==> config.mk <==
export PLATFORM = sky130hd
export DESIGN_NAME = mem_access_unit
export DESIGN_NICKNAME = d
export VERILOG_FILES = /design/src/rtl/mem_access_pkg.sv /design/src/rtl/mem_lane_align.sv /design/src/rtl/mem_access_unit.sv
export SDC_FILE = /design/constraint.sdc
export NUM_CORES = 1
export LEC_CHECK = 0
export CAP_MARGIN = 25
export CORE_MARGIN = 2
export CORE_UTILIZATION = 40
export CTS_CLUSTER_SIZE = 40
export DETAILED_ROUTE_END_ITERATION = 7
export HOLD_SLACK_MARGIN = 0.03
export PLACE_DENSITY = 0.75
export SYNTH_ARGS = -nofsm -noshare
export SYNTH_HDL_FRONTEND = slang
export SYNTH_SLANG_ARGS = --single-unit
==> constraint.sdc <==
create_clock -name clk -period 2.1 [get_ports clk]
set_input_delay 0.315 -clock clk [delete_from_list [all_inputs] [get_ports clk]]
set_output_delay 0.315 -clock clk [all_outputs]
set_load 0.005 [all_outputs]
==> src/rtl/mem_access_pkg.sv <==
// ============================================================================
// Module      : mem_access_pkg
// Description : Shared types and the request legality check for the
//               load/store unit.
// Revision    : 1.0 - initial release
// ============================================================================
`default_nettype none

package mem_access_pkg;

  typedef enum logic [1:0] {
    SZ_BYTE = 2'd0,
    SZ_HALF = 2'd1,
    SZ_WORD = 2'd2,
    SZ_RSVD = 2'd3
  } size_e;

  typedef enum logic [2:0] {
    IDLE  = 3'd0,
    RD    = 3'd1,
    MERGE = 3'd2,
    LD    = 3'd3,
    WR    = 3'd4,
    RESP  = 3'd5
  } state_e;

  // Returns 1 for a misaligned access, the reserved size, or a word index
  // beyond the end of the attached RAM.
  function automatic logic access_error(input logic [31:0] addr,
                                        input size_e       size,
                                        input int unsigned ram_words);
    logic err;
    err = 1'b0;
    case (size)
      SZ_HALF: err = addr[0];
      SZ_WORD: err = (addr[1:0] != 2'b00);
      SZ_RSVD: err = 1'b1;
      default: err = 1'b0;
    endcase
    if ({2'b00, addr[31:2]} >= ram_words) err = 1'b1;
    return err;
  endfunction

endpackage

`default_nettype wire

==> src/rtl/mem_lane_align.sv <==
// ============================================================================
// Module      : mem_lane_align
// Description : Combinational byte/half lane extraction with sign or zero
//               extension for loads, and lane insertion for sub-word stores.
// Revision    : 1.0 - initial release
// ============================================================================
`default_nettype none

module mem_lane_align
  import mem_access_pkg::*;
(
  input  logic [31:0] word,
  input  logic [31:0] wdata,
  input  logic [1:0]  offset,
  input  size_e       size,
  input  logic        is_unsigned,
  output logic [31:0] rdata,
  output logic [31:0] merged
);

  logic [7:0]  byte_sel;
  logic [15:0] half_sel;

  // Select the addressed lane and extend it to a full word for loads.
  always_comb begin
    byte_sel = 8'h00;
    case (offset)
      2'd0:    byte_sel = word[7:0];
      2'd1:    byte_sel = word[15:8];
      2'd2:    byte_sel = word[23:16];
      default: byte_sel = word[31:24];
    endcase
    half_sel = offset[1] ? word[31:16] : word[15:0];
    rdata = word;
    case (size)
      SZ_BYTE: rdata = is_unsigned ? {24'h000000, byte_sel}
                                   : {{24{byte_sel[7]}}, byte_sel};
      SZ_HALF: rdata = is_unsigned ? {16'h0000, half_sel}
                                   : {{16{half_sel[15]}}, half_sel};
      default: rdata = word;
    endcase
  end

  // Replace the addressed lane of the old word with the right-aligned store data.
  always_comb begin
    merged = word;
    case (size)
      SZ_BYTE: begin
        case (offset)
          2'd0:    merged[7:0]   = wdata[7:0];
          2'd1:    merged[15:8]  = wdata[7:0];
          2'd2:    merged[23:16] = wdata[7:0];
          default: merged[31:24] = wdata[7:0];
        endcase
      end
      SZ_HALF: begin
        if (offset[1]) merged[31:16] = wdata[15:0];
        else           merged[15:0]  = wdata[15:0];
      end
      SZ_WORD: merged = wdata;
      default: merged = word;
    endcase
  end

endmodule

`default_nettype wire

==> src/rtl/mem_access_unit.sv <==
// ============================================================================
// Module      : mem_access_unit
// Description : Single-outstanding load/store initiator for a word RAM with
//               read/write strobes; sub-word stores use read-modify-write.
// Revision    : 1.0 - initial release
// ============================================================================
`default_nettype none

module mem_access_unit
  import mem_access_pkg::*;
#(
  parameter int unsigned RAM_WORDS = 16
) (
  input  logic        clk,
  input  logic        rst_n,
  input  logic        req_valid,
  output logic        req_ready,
  input  logic        req_write,
  input  logic [1:0]  req_size,
  input  logic        req_unsigned,
  input  logic [31:0] req_addr,
  input  logic [31:0] req_wdata,
  output logic        resp_valid,
  output logic [31:0] resp_rdata,
  output logic        resp_err,
  output logic        read_ram,
  output logic        write_ram,
  output logic [31:0] ram_addr,
  output logic [31:0] ram_write_data,
  input  logic [31:0] ram_out
);

  state_e      state, state_next;
  logic [31:0] addr_q;
  size_e       size_q;
  logic        unsigned_q;
  logic        write_q;
  logic [31:0] merge_q;
  logic [31:0] resp_rdata_q;
  logic        resp_err_q;

  logic        accept;
  logic        req_err;
  logic [31:0] ld_data;
  logic [31:0] merged;

  assign accept  = req_valid && (state == IDLE);
  assign req_err = access_error(req_addr, size_e'(req_size), RAM_WORDS);

  mem_lane_align u_align (
    .word        (ram_out),
    .wdata       (merge_q),
    .offset      (addr_q[1:0]),
    .size        (size_q),
    .is_unsigned (unsigned_q),
    .rdata       (ld_data),
    .merged      (merged)
  );

  // State register.
  always_ff @(posedge clk or negedge rst_n) begin
    if (!rst_n) state <= IDLE;
    else        state <= state_next;
  end

  // Next-state logic and state-decoded outputs; strobes never depend on inputs.
  always_comb begin
    state_next     = state;
    req_ready      = 1'b0;
    read_ram       = 1'b0;
    write_ram      = 1'b0;
    resp_valid     = 1'b0;
    ram_addr       = 32'h0;
    ram_write_data = 32'h0;
    case (state)
      IDLE: begin
        req_ready = 1'b1;
        if (accept) begin
          if (req_err)                        state_next = RESP;
          else if (!req_write)                state_next = RD;
          else if (size_e'(req_size) == SZ_WORD) state_next = WR;
          else                                state_next = RD;
        end
      end
      RD: begin
        read_ram   = 1'b1;
        ram_addr   = {2'b00, addr_q[31:2]};
        state_next = write_q ? MERGE : LD;
      end
      MERGE: state_next = WR;
      LD:    state_next = RESP;
      WR: begin
        write_ram      = 1'b1;
        ram_addr       = {2'b00, addr_q[31:2]};
        ram_write_data = merge_q;
        state_next     = RESP;
      end
      RESP: begin
        resp_valid = 1'b1;
        state_next = IDLE;
      end
      default: state_next = IDLE;
    endcase
  end

  // Request latches, merge buffer and response registers; the response
  // registers only change on the edge entering RESP so they hold in between.
  always_ff @(posedge clk or negedge rst_n) begin
    if (!rst_n) begin
      addr_q       <= 32'h0;
      size_q       <= SZ_BYTE;
      unsigned_q   <= 1'b0;
      write_q      <= 1'b0;
      merge_q      <= 32'h0;
      resp_rdata_q <= 32'h0;
      resp_err_q   <= 1'b0;
    end else begin
      case (state)
        IDLE: begin
          if (accept) begin
            addr_q     <= req_addr;
            size_q     <= size_e'(req_size);
            unsigned_q <= req_unsigned;
            write_q    <= req_write;
            merge_q    <= req_wdata;
            if (req_err) begin
              resp_rdata_q <= 32'h0;
              resp_err_q   <= 1'b1;
            end
          end
        end
        MERGE: merge_q <= merged;
        LD: begin
          resp_rdata_q <= ld_data;
          resp_err_q   <= 1'b0;
        end
        WR: begin
          resp_rdata_q <= 32'h0;
          resp_err_q   <= 1'b0;
        end
        default: ;
      endcase
    end
  end

  assign resp_rdata = resp_rdata_q;
  assign resp_err   = resp_err_q;

endmodule

`default_nettype wire
==> impl_metrics.env, run 1 <==
export IMPL_worst_path_buf_inv=3
export IMPL_worstSetupPathType="flip-flop to primary output"
export IMPL_final_net_count=919
export IMPL_area_growth_pct=59.62
export IMPL_status="finished with violations"
export IMPL_cp_max_fo=12
export IMPL_ios=204
export IMPL_grt_overflow=0
export IMPL_grt_max_degree=49
export IMPL_cpLargestDelayFamily="simple AND/OR/NAND/NOR gates"
export IMPL_dp_hpwl_mm=15.14
export IMPL_synth_area_per_cell_um2=10.38
export IMPL_clock_skew_ns=0.009184
export IMPL_post_route_util_pct=65.18
export IMPL_cts_buffers=9
export IMPL_gp_congestion=0.8993
export IMPL_synth_area_leader_cell="dfrtp_1"
export IMPL_dieArea_mm2=0.01514
export IMPL_h_tree_depth=3
export IMPL_grt_pass1_wl_mm=31.66
export IMPL_final_min_clock_period_ns=2.126
export IMPL_ant_nets=0
export IMPL_io_buffers=201
export IMPL_num_vias=5711
export IMPL_synthCells=546
export IMPL_timing_max_transition_violations_final=0
export IMPL_nFillCells=1079
export IMPL_finalPower_mw=13.44
export IMPL_drive_gt1_share_pct=36.18
export IMPL_async_reset_ff_share_pct=100.0
export IMPL_die_w_um=123.0
export IMPL_ys_top_cells_by_count="dfrtp_1 (104), mux2_2 (69), nor2_1 (43), nor2b_1 (33), and3_1 (32)"
export IMPL_worstMarginPinSlew_ns=0.7442
export IMPL_cts_root_buf="clkbuf_16"
export IMPL_wl_per_cell_um=21.35
export IMPL_synth_seq_cells=104
export IMPL_drt_first_iter_violations=446
export IMPL_required_ns=1.78
export IMPL_drc=0
export IMPL_cp_cell_sequence="or2_4, nor2_4, nor2_4, buf_6, buf_12, nor2b_1, buf_2"
export IMPL_violations="setup timing"
export IMPL_wirelength_mm=21.37
export IMPL_yosysWarnings=0
export IMPL_netlist_area_mm2=0.005668
export IMPL_clk_latency_ns=0.36
export IMPL_antenna_cells=0
export IMPL_timing_critical_path_arrival_ns=1.81
export IMPL_timing_final_crit_share_pct=101.2
export IMPL_grt_pass1_vias=5726
export IMPL_hold_path_class="input pin to asynchronous set/reset pin"
export IMPL_p_per_area_mw_per_mm2=1486
export IMPL_synth_cell_types=51
export IMPL_clkTransAtPathRegs_ns=0.08
export IMPL_cts_tree="yes"
export IMPL_slowest_delay_ns=0.42
export IMPL_synth_top_flop_cell="dfrtp_1"
export IMPL_die_height_um=123.0
export IMPL_core_mm2=0.01388
export IMPL_viasPerCell=5.705
export IMPL_whs_ns=0.4306
export IMPL_rsz0062_at_grt="true"
export IMPL_setup_viol=1
export IMPL_leakage_nw=4.036
export IMPL_finalHoldViolCount=0
export IMPL_startpoint_type="flip-flop"
export IMPL_cp_slowest_cell="dfrtp_1"
export IMPL_ys_seq_area_share_pct=45.92
export IMPL_grt_antenna_before_repair=0
export IMPL_synth_most_common_cell="dfrtp_1"
export IMPL_fmax_ghz=0.4704
export IMPL_synth_edf_count=0
export IMPL_row_count=43
export IMPL_end_kind="primary output"
export IMPL_slew_headroom_pct=50.33
export IMPL_synth_top_area_share_pct=45.92
export IMPL_first_pass_iters=5
export IMPL_start_util_pct=40.83
export IMPL_vdd_drop_max_v=0.0008802
export IMPL_cap_violations=0
export IMPL_cts_buffer_depth=2
export IMPL_clock_sink_count=104
export IMPL_fin_tns_setup_ns=-0.02580
export IMPL_path_common_cell="nor2_4"
export IMPL_setup_slack_ns=-0.02580
export IMPL_gr_usage_all_layers_pct=27.82
export IMPL_place_ws_ns=-0.3568
export IMPL_yosys_top_cells_area="dfrtp_1 (46%), mux2_2 (14%), nor2b_1 (3.6%), and3_1 (3.5%), nor2_1 (2.8%)"
-- registers in the layout, indices dropped and copies added (netlist names) --
| signal | count |
|---|---|
| write_q | 1 |
| unsigned_q | 1 |
| resp_rdata | 32 |
| merge_q | 32 |
| addr_q | 32 |
| size_q | 2 |
| state | 3 |
| resp_err | 1 |
-- cell families (layout without fill, tap and decap cells) --
family,count (synthesis),in the layout,share of synthesized area [%]
flops,104,104,45.92
compound gates,124,124,16.11
buf+inv,56,330,4.437
other cells,1,2,0.06616
simple gates,176,176,16.71
mux,85,85,16.75
-- final cells by class --
type | instances | area, um2 | share of cell area [%]
clock buffers | 11 | 252.7 | 2.794
clock inverters | 5 | 42.54 | 0.4702
inverters | 12 | 45.04 | 0.4979
repair buffers | 302 | 2853 | 31.53
well taps | 180 | 225.2 | 2.489
multi-input cells | 387 | 3027 | 33.45
flip-flops and latches | 104 | 2603 | 28.77
-- cells in the final DEF, fill, tap and decap left out, types with 18 or more instances in the layout --
master	count
clkdlybuf4s50_1	134
dfrtp_1	104
buf_4	77
mux2_2	67
nor2_1	38
buf_2	29
o21ai_0	27
nor2b_1	25
a21oi_1	25
and3_1	20
nand2_1	19
buf_6	18
-- metal layers --
layer  vias up  GRT usage, %  routed length [um]
met4         0         11.79                 805
met2       337         45.96               10250
met3        50         6.135                1993
li1       2565             -                   -
met1      2759         35.24                8325
met5         -             0                   0
-- path summary, 6_finish.rpt --
| check | endpoint | start | slack (ns) | depth (start not counted) |
|---|---|---|---|---|
| max | ram_addr[16] | state[1]$_DFFE_PN0P_ | -0.03 | 7 |
| min | resp_rdata[11]$_DFFE_PN0P_ | rst_n | 0.43 | 2 |
| max reg2reg | addr_q[3]$_DFFE_PN0P_ | state[1]$_DFFE_PN0P_ | 0.06 | 11 |
| min reg2reg | resp_rdata[7]$_DFFE_PN0P_ | resp_rdata[7]$_DFFE_PN0P_ | 0.50 | 1 |
| max in group asynchronous | addr_q[17]$_DFFE_PN0P_ | rst_n | 1.04 | 3 |
| min in group clk | resp_rdata[7]$_DFFE_PN0P_ | resp_rdata[7]$_DFFE_PN0P_ | 0.50 | 1 |
-- timing repair --
action | 4_1_cts | 5_1_grt
gates resized for setup | 231 | 52
hold endpoints to repair | 26 | 0
cloned | 4 | 5
pin swaps | 5 | 2
endpoints found under the setup margin | 87 | 117
hold buffers | 1 | 0
buffers inserted | 18 | 8
-- worst reg2reg max path: stages, from the launching register on --
cell	delay, ns
dfrtp_1	0.42
buf_6	0.13
buf_6	0.11
nor2_4	0.14
buf_6	0.12
buf_4	0.09
buf_4	0.11
nand2_4	0.06
nor2_4	0.12
buf_12	0.13
buf_6	0.16
mux2_2	0.34
-- per-stage QoR --
stage	std cells	instance area [um2]
after floorplan	547	5672
after global placement	949	8282
after detailed placement	951	8304
after CTS	989	8835
after global routing	1001	9047
final	1001	9047
-- power by group --
part	switching [mW]	total, mW	leakage [nW]	internal (mW)
clock	0.816	1.70	0.144	0.888
combinational	3.48	8.07	2.61	4.59
sequential	0.706	3.67	1.28	2.96
total	5.00	13.4	4.04	8.44
(Power assumes the default switching activity.)
==> run 2: changes to the inputs <==
--- a/config.mk
+++ b/config.mk
@@ -6,12 +6,15 @@
 export NUM_CORES = 1
 export LEC_CHECK = 0
 export CAP_MARGIN = 25
+export CELL_PAD_IN_SITES_DETAIL_PLACEMENT = 2
+export CELL_PAD_IN_SITES_GLOBAL_PLACEMENT = 2
+export CORE_ASPECT_RATIO = 1.25
 export CORE_MARGIN = 2
-export CORE_UTILIZATION = 40
+export CORE_UTILIZATION = 27
 export CTS_CLUSTER_SIZE = 40
 export DETAILED_ROUTE_END_ITERATION = 7
 export HOLD_SLACK_MARGIN = 0.03
-export PLACE_DENSITY = 0.75
+export PLACE_DENSITY = 0.82
 export SYNTH_ARGS = -nofsm -noshare
 export SYNTH_HDL_FRONTEND = slang
 export SYNTH_SLANG_ARGS = --single-unit
==> impl_metrics.env, run 2 (synthesis gave the netlist of run 1 again) <==
export IMPL_status="finished with violations"
export IMPL_violations="setup timing"
export IMPL_timing_critical_path_arrival_ns=1.97
export IMPL_core_mm2=0.02074
export IMPL_timing_max_transition_violations_final=0
export IMPL_worstMarginPinSlew_ns=0.5486
export IMPL_cts_root_buf="clkbuf_16"
export IMPL_cts_buffer_depth=2
export IMPL_die_w_um=133.6
export IMPL_ant_nets=0
export IMPL_worstSetupPathType="flip-flop to primary output"
export IMPL_clkTransAtPathRegs_ns=0.08
export IMPL_grt_pass1_vias=6444
export IMPL_required_ns=1.78
export IMPL_first_pass_iters=4
export IMPL_p_per_area_mw_per_mm2=1470
export IMPL_grt_overflow=0
export IMPL_die_height_um=166.0
export IMPL_cp_cell_sequence="buf_6, nor2_4, buf_8, and3_1, clkdlybuf4s50_1"
export IMPL_io_buffers=201
export IMPL_drt_first_iter_violations=295
export IMPL_cts_buffers=9
export IMPL_timing_final_crit_share_pct=108.7
export IMPL_rsz0062_at_grt="true"
export IMPL_nFillCells=2139
export IMPL_gr_usage_all_layers_pct=23.15
export IMPL_place_ws_ns=-0.4855
export IMPL_clk_latency_ns=0.37
export IMPL_grt_max_degree=42
export IMPL_finalPower_mw=13.03
export IMPL_grt_antenna_before_repair=0
export IMPL_drive_gt1_share_pct=31.34
export IMPL_num_vias=5619
export IMPL_row_count=59
export IMPL_regArea_mm2=0.002604
export IMPL_fmax_ghz=0.4380
export IMPL_grt_pass1_wl_mm=39.02
export IMPL_gp_congestion=0.8392
export IMPL_fin_area_mm2=0.008862
export IMPL_clock_sink_count=104
export IMPL_post_route_util_pct=42.72
export IMPL_whs_ns=0.4015
export IMPL_wirelength_mm=25.78
export IMPL_multi_input_area_mm2=0.002977
export IMPL_reg2reg_slack_ns=0.07
export IMPL_slew_headroom_pct=63.23
export IMPL_startpoint_type="flip-flop"
export IMPL_area_growth_pct=56.36
export IMPL_cp_slowest_cell="clkdlybuf4s50_1"
export IMPL_most_common_layout_cells="clkdlybuf4s50_1 (136), dfrtp_1 (103), mux2_2 (69), buf_4 (64), nor2_1 (36)"
export IMPL_vdd_drop_max_v=0.0007806
export IMPL_dp_hpwl_mm=19.42
export IMPL_dieArea_mm2=0.02217
export IMPL_start_util_pct=27.32
export IMPL_final_min_clock_period_ns=2.283
export IMPL_slowest_delay_ns=0.50
export IMPL_final_net_count=902
export IMPL_hold_path_class="input pin to asynchronous set/reset pin"
export IMPL_ios=204
export IMPL_drc=0
export IMPL_setup_viol=10
export IMPL_cts_tree="yes"
export IMPL_cap_violations=0
export IMPL_end_kind="primary output"
export IMPL_setup_slack_ns=-0.1829
export IMPL_clock_skew_ns=0.01508
export IMPL_place_area_mm2=0.008294
export IMPL_leakage_nw=4.084
export IMPL_final_common_cell="clkdlybuf4s50_1"
export IMPL_cp_max_fo=19
export IMPL_antenna_cells=0
export IMPL_viasPerCell=5.212
export IMPL_finalHoldViolCount=0
export IMPL_wl_per_cell_um=23.91
export IMPL_h_tree_depth=3
==> run 2: cell type report <==
cell class / count / share of cell area (%)
clock buffers: 9 / 2.541
clock inverters: 7 / 0.9883
inverters: 12 / 0.5083
multi-input cells: 390 / 33.59
flip-flops and latches: 104 / 29.38
well taps: 274 / 3.868
repair buffers: 282 / 29.13
==> run 2: critical path: cells and delay by family, from the launching register on <==
family,cells,cell delay [ns]
flops,1,0.43
simple gates,2,0.35
buf+inv,3,0.82
==> run 2: layer usage <==
metal  track usage [%]  routed length (um)
met5                 0                   0
met2             44.31               14120
met3             5.159                1445
met4             9.112                 912
met1             24.19                9301
==> run 2: worst paths after layout <==
kind / cells after the start / from / endpoint
worst max-delay path: 5 / state[0]$_DFFE_PN0P_ / ram_write_data[6]
worst min-delay path: 2 / rst_n / addr_q[23]$_DFFE_PN0P_
worst max register to register: 9 / state[0]$_DFFE_PN0P_ / addr_q[17]$_DFFE_PN0P_
worst min register to register: 1 / merge_q[17]$_DFFE_PN0P_ / merge_q[17]$_DFFE_PN0P_
max in group asynchronous: 3 / rst_n / addr_q[5]$_DFFE_PN0P_
min in group clk: 1 / merge_q[17]$_DFFE_PN0P_ / merge_q[17]$_DFFE_PN0P_
==> run 2: repair_timing <==
item                                    in CTS  in global routing
endpoints found under the hold margin       24                  0
endpoints found under the setup margin      90                 75
setup buffers                                9                 14
gates cloned                                 3                  1
hold buffers                                 1                  0
gates resized for setup                    166                 58
pin swaps                                    5                  3
==> run 2: through the flow <==
stage	cells	setup TNS, ns
3_5_place_dp	1034	-23.52
2_1_floorplan	547	0
4_1_cts	1063	-3.564
3_3_place_gp	1034	-11.71
5_1_grt	1078	-1.917
6_report	1078	-0.7859
==> run 2: where the power goes <==
part           leakage (nW)  internal, mW  switching, mW
clock                 0.154         0.954          0.879
sequential             1.28          2.97          0.850
combinational          2.65          3.89           3.49
==> run 3: changes to the inputs <==
--- a/config.mk
+++ b/config.mk
@@ -10,11 +10,12 @@
 export CELL_PAD_IN_SITES_GLOBAL_PLACEMENT = 2
 export CORE_ASPECT_RATIO = 1.25
 export CORE_MARGIN = 2
-export CORE_UTILIZATION = 27
-export CTS_CLUSTER_SIZE = 40
+export CORE_UTILIZATION = 28
+export CTS_CLUSTER_SIZE = 24
 export DETAILED_ROUTE_END_ITERATION = 7
 export HOLD_SLACK_MARGIN = 0.03
 export PLACE_DENSITY = 0.82
 export SYNTH_ARGS = -nofsm -noshare
 export SYNTH_HDL_FRONTEND = slang
+export SYNTH_HIERARCHICAL = 1
 export SYNTH_SLANG_ARGS = --single-unit
==> impl_metrics.env, run 3 <==
export IMPL_clkTransAtPathRegs_ns=0.08
export IMPL_grt_pass1_wl_mm=43.02
export IMPL_cts_buffer_depth=2
export IMPL_cts_tree="yes"
export IMPL_hold_path_class="input pin to asynchronous set/reset pin"
export IMPL_clock_skew_ns=0.007214
export IMPL_place_inst=1126
export IMPL_setup_viol=26
export IMPL_post_route_util_pct=42.76
export IMPL_yosys_area_share_xor_xnor_pct=0
export IMPL_leakage_nw=4.204
export IMPL_timing_final_crit_share_pct=104.0
export IMPL_ys_top_cells_by_count="dfrtp_1 (104), nand2_1 (64), mux2_2 (55), a22o_1 (45), mux2i_1 (36)"
export IMPL_yosys_top_cells_area="dfrtp_1 (41%), mux2_2 (9.6%), a22o_1 (6.1%), mux2i_1 (5.6%), nand2_1 (3.7%)"
export IMPL_synth_mux_area_fraction_pct=17.37
export IMPL_timing_critical_path_arrival_ns=1.87
export IMPL_worstSetupPathType="flip-flop to primary output"
export IMPL_finalHoldViolCount=0
export IMPL_regArea_mm2=0.002609
export IMPL_final_min_clock_period_ns=2.184
export IMPL_die_w_um=139.4
export IMPL_core_mm2=0.02236
export IMPL_fmax_ghz=0.4579
export IMPL_r2r_end="resp_rdata[13]$_DFFE_PN0P_"
export IMPL_synthCells=636
export IMPL_cp_max_fo=7
export IMPL_ios=204
export IMPL_whs_ns=0.4898
export IMPL_final_net_count=982
export IMPL_grt_antenna_before_repair=0
export IMPL_fin_cells=1167
export IMPL_reg2reg_slack_ns=0.06
export IMPL_slew_headroom_pct=59.21
export IMPL_grt_overflow=0
export IMPL_async_reset_ff_share_pct=100.0
export IMPL_dieArea_mm2=0.02416
export IMPL_synth_area_leader_cell="dfrtp_1"
export IMPL_startpoint_type="flip-flop"
export IMPL_place_area_mm2=0.009012
export IMPL_yosysWarnings=6
export IMPL_synth_area_per_cell_um2=10.09
export IMPL_cts_root_buf="clkbuf_16"
export IMPL_start_util_pct=28.70
export IMPL_synth_cell_types=54
export IMPL_io_buffers=201
export IMPL_antenna_cells=0
export IMPL_clk_latency_ns=0.37
export IMPL_rsz0062_at_grt="true"
export IMPL_r2r_start="addr_q[0]$_DFFE_PN0P_"
export IMPL_finalPower_mw=14.60
export IMPL_viasPerCell=5.448
export IMPL_grt_max_degree=65
export IMPL_first_pass_iters=5
export IMPL_gr_usage_all_layers_pct=23.15
export IMPL_synth_compound_area_share_pct=19.55
export IMPL_synth_simple_area_share_pct=15.95
export IMPL_setup_slack_ns=-0.08408
export IMPL_cts_buffers=9
export IMPL_grt_pass1_vias=6977
export IMPL_fin_area_mm2=0.009563
export IMPL_ys_seq_area_share_pct=40.55
export IMPL_netlist_area_mm2=0.006419
export IMPL_synth_seq_cells=104
export IMPL_most_common_layout_cells="clkdlybuf4s50_1 (136), dfrtp_1 (99), nand2_1 (64), buf_4 (62), mux2_2 (55)"
export IMPL_timing_max_transition_violations_final=0
export IMPL_die_height_um=173.3
export IMPL_violations="setup timing"
export IMPL_synth_top_family_by_area="compound AO/OA/AOI/OAI gates"
export IMPL_end_kind="primary output"
export IMPL_worstMarginPinSlew_ns=0.6106
export IMPL_status="finished with violations"
export IMPL_synth_top_area_share_pct=40.55
export IMPL_h_tree_depth=3
export IMPL_dp_hpwl_mm=20.82
export IMPL_multi_input_area_mm2=0.003562
export IMPL_p_per_area_mw_per_mm2=1526
export IMPL_gp_congestion=0.9045
export IMPL_r2r_cells=5
export IMPL_synth_top_flop_cell="dfrtp_1"
export IMPL_synthAdderAreaFrac_pct=0
export IMPL_nFillCells=2404
export IMPL_final_common_cell="clkdlybuf4s50_1"
export IMPL_drc=0
export IMPL_required_ns=1.78
export IMPL_drt_first_iter_violations=368
export IMPL_vdd_drop_max_v=0.0005487
export IMPL_area_growth_pct=48.99
export IMPL_wirelength_mm=29.07
export IMPL_ant_nets=0
export IMPL_synth_edf_count=0
export IMPL_row_count=61
export IMPL_clock_sink_count=104
export IMPL_num_vias=6358
export IMPL_cap_violations=0
export IMPL_synth_most_common_cell="dfrtp_1"
export IMPL_drive_gt1_share_pct=29.64
export IMPL_wl_per_cell_um=24.91
-- run 3: what timing repair did --
item,4_1_cts,5_1_grt
cloned,2,1
hold buffers,1,0
pin swaps,1,4
setup buffers,13,15
setup endpoints to repair,75,86
gates resized for setup,185,73
endpoints found under the hold margin,38,0
-- run 3: worst max-delay path, stage by stage (launching register included) --
cell     delay, ns
dfrtp_2       0.44
nor3b_4       0.26
buf_4         0.16
nor2_2        0.05
buf_8         0.14
buf_8         0.13
buf_4         0.14
nor2b_4       0.08
buf_2         0.11
-- run 3: worst max path at each step --
stage                                startpoint                    endpoint  slack [ns]
final                      state[1]$_DFFE_PN0P_                ram_addr[19]       -0.08
after global routing       state[1]$_DFFE_PN0P_                 ram_addr[5]       -0.16
after CTS                  state[0]$_DFFE_PN0P_          ram_write_data[18]       -0.22
after detailed placement            ram_out[15]  resp_rdata[14]$_DFFE_PN0P_        -0.1
after global placement              ram_out[15]  resp_rdata[19]$_DFFE_PN0P_       -0.06
after floorplan           addr_q[0]$_DFFE_PN0P_  resp_rdata[19]$_DFFE_PN0P_        0.38
-- run 3: cell type report --
| class | instances | share of cell area [%] |
|---|---|---|
| Clock buffer | 9 | 2.355 |
| Inverter | 17 | 0.7065 |
| Tap cell | 283 | 3.703 |
| Clock inverter | 7 | 0.5757 |
| Multi-Input combinational cell | 461 | 37.25 |
| Sequential cell | 104 | 27.28 |
| Timing Repair Buffer | 286 | 28.13 |
-- run 3: stage by stage --
| stage | setup slack (ns) | TNS, ns |
|---|---|---|
| 5_1_grt | -0.1607 | -2.962 |
| 6_report | -0.08408 | -0.5020 |
| 3_3_place_gp | -0.05540 | -1.677 |
| 4_1_cts | -0.2248 | -2.303 |
| 3_5_place_dp | -0.09690 | -2.982 |
| 2_1_floorplan | 0.3773 | 0 |
-- run 3: per-layer routing --
| layer | vias up | part of all wire, % | global-route usage, % |
|---|---|---|---|
| li1 | 2793 | - | - |
| met1 | 3259 | 39 | 27.94 |
| met2 | 251 | 52 | 40.67 |
| met3 | 55 | 4.9 | 3.011 |
| met4 | 0 | 3.7 | 10.98 |
| met5 | - | 0 | 0 |
-- run 3: power breakdown --
group	switching, mW	internal, mW
Clock	0.848	0.819
Combinational	4.37	4.69
Sequential	0.933	2.94
Total	6.15	8.45
-- run 3: cells by family after synthesis --
group / Yosys count
AND/OR/NAND/NOR: 195
AO/OA/AOI/OAI: 167
flip-flops: 104
multiplexers: 97
buffers and inverters: 72
other: 1
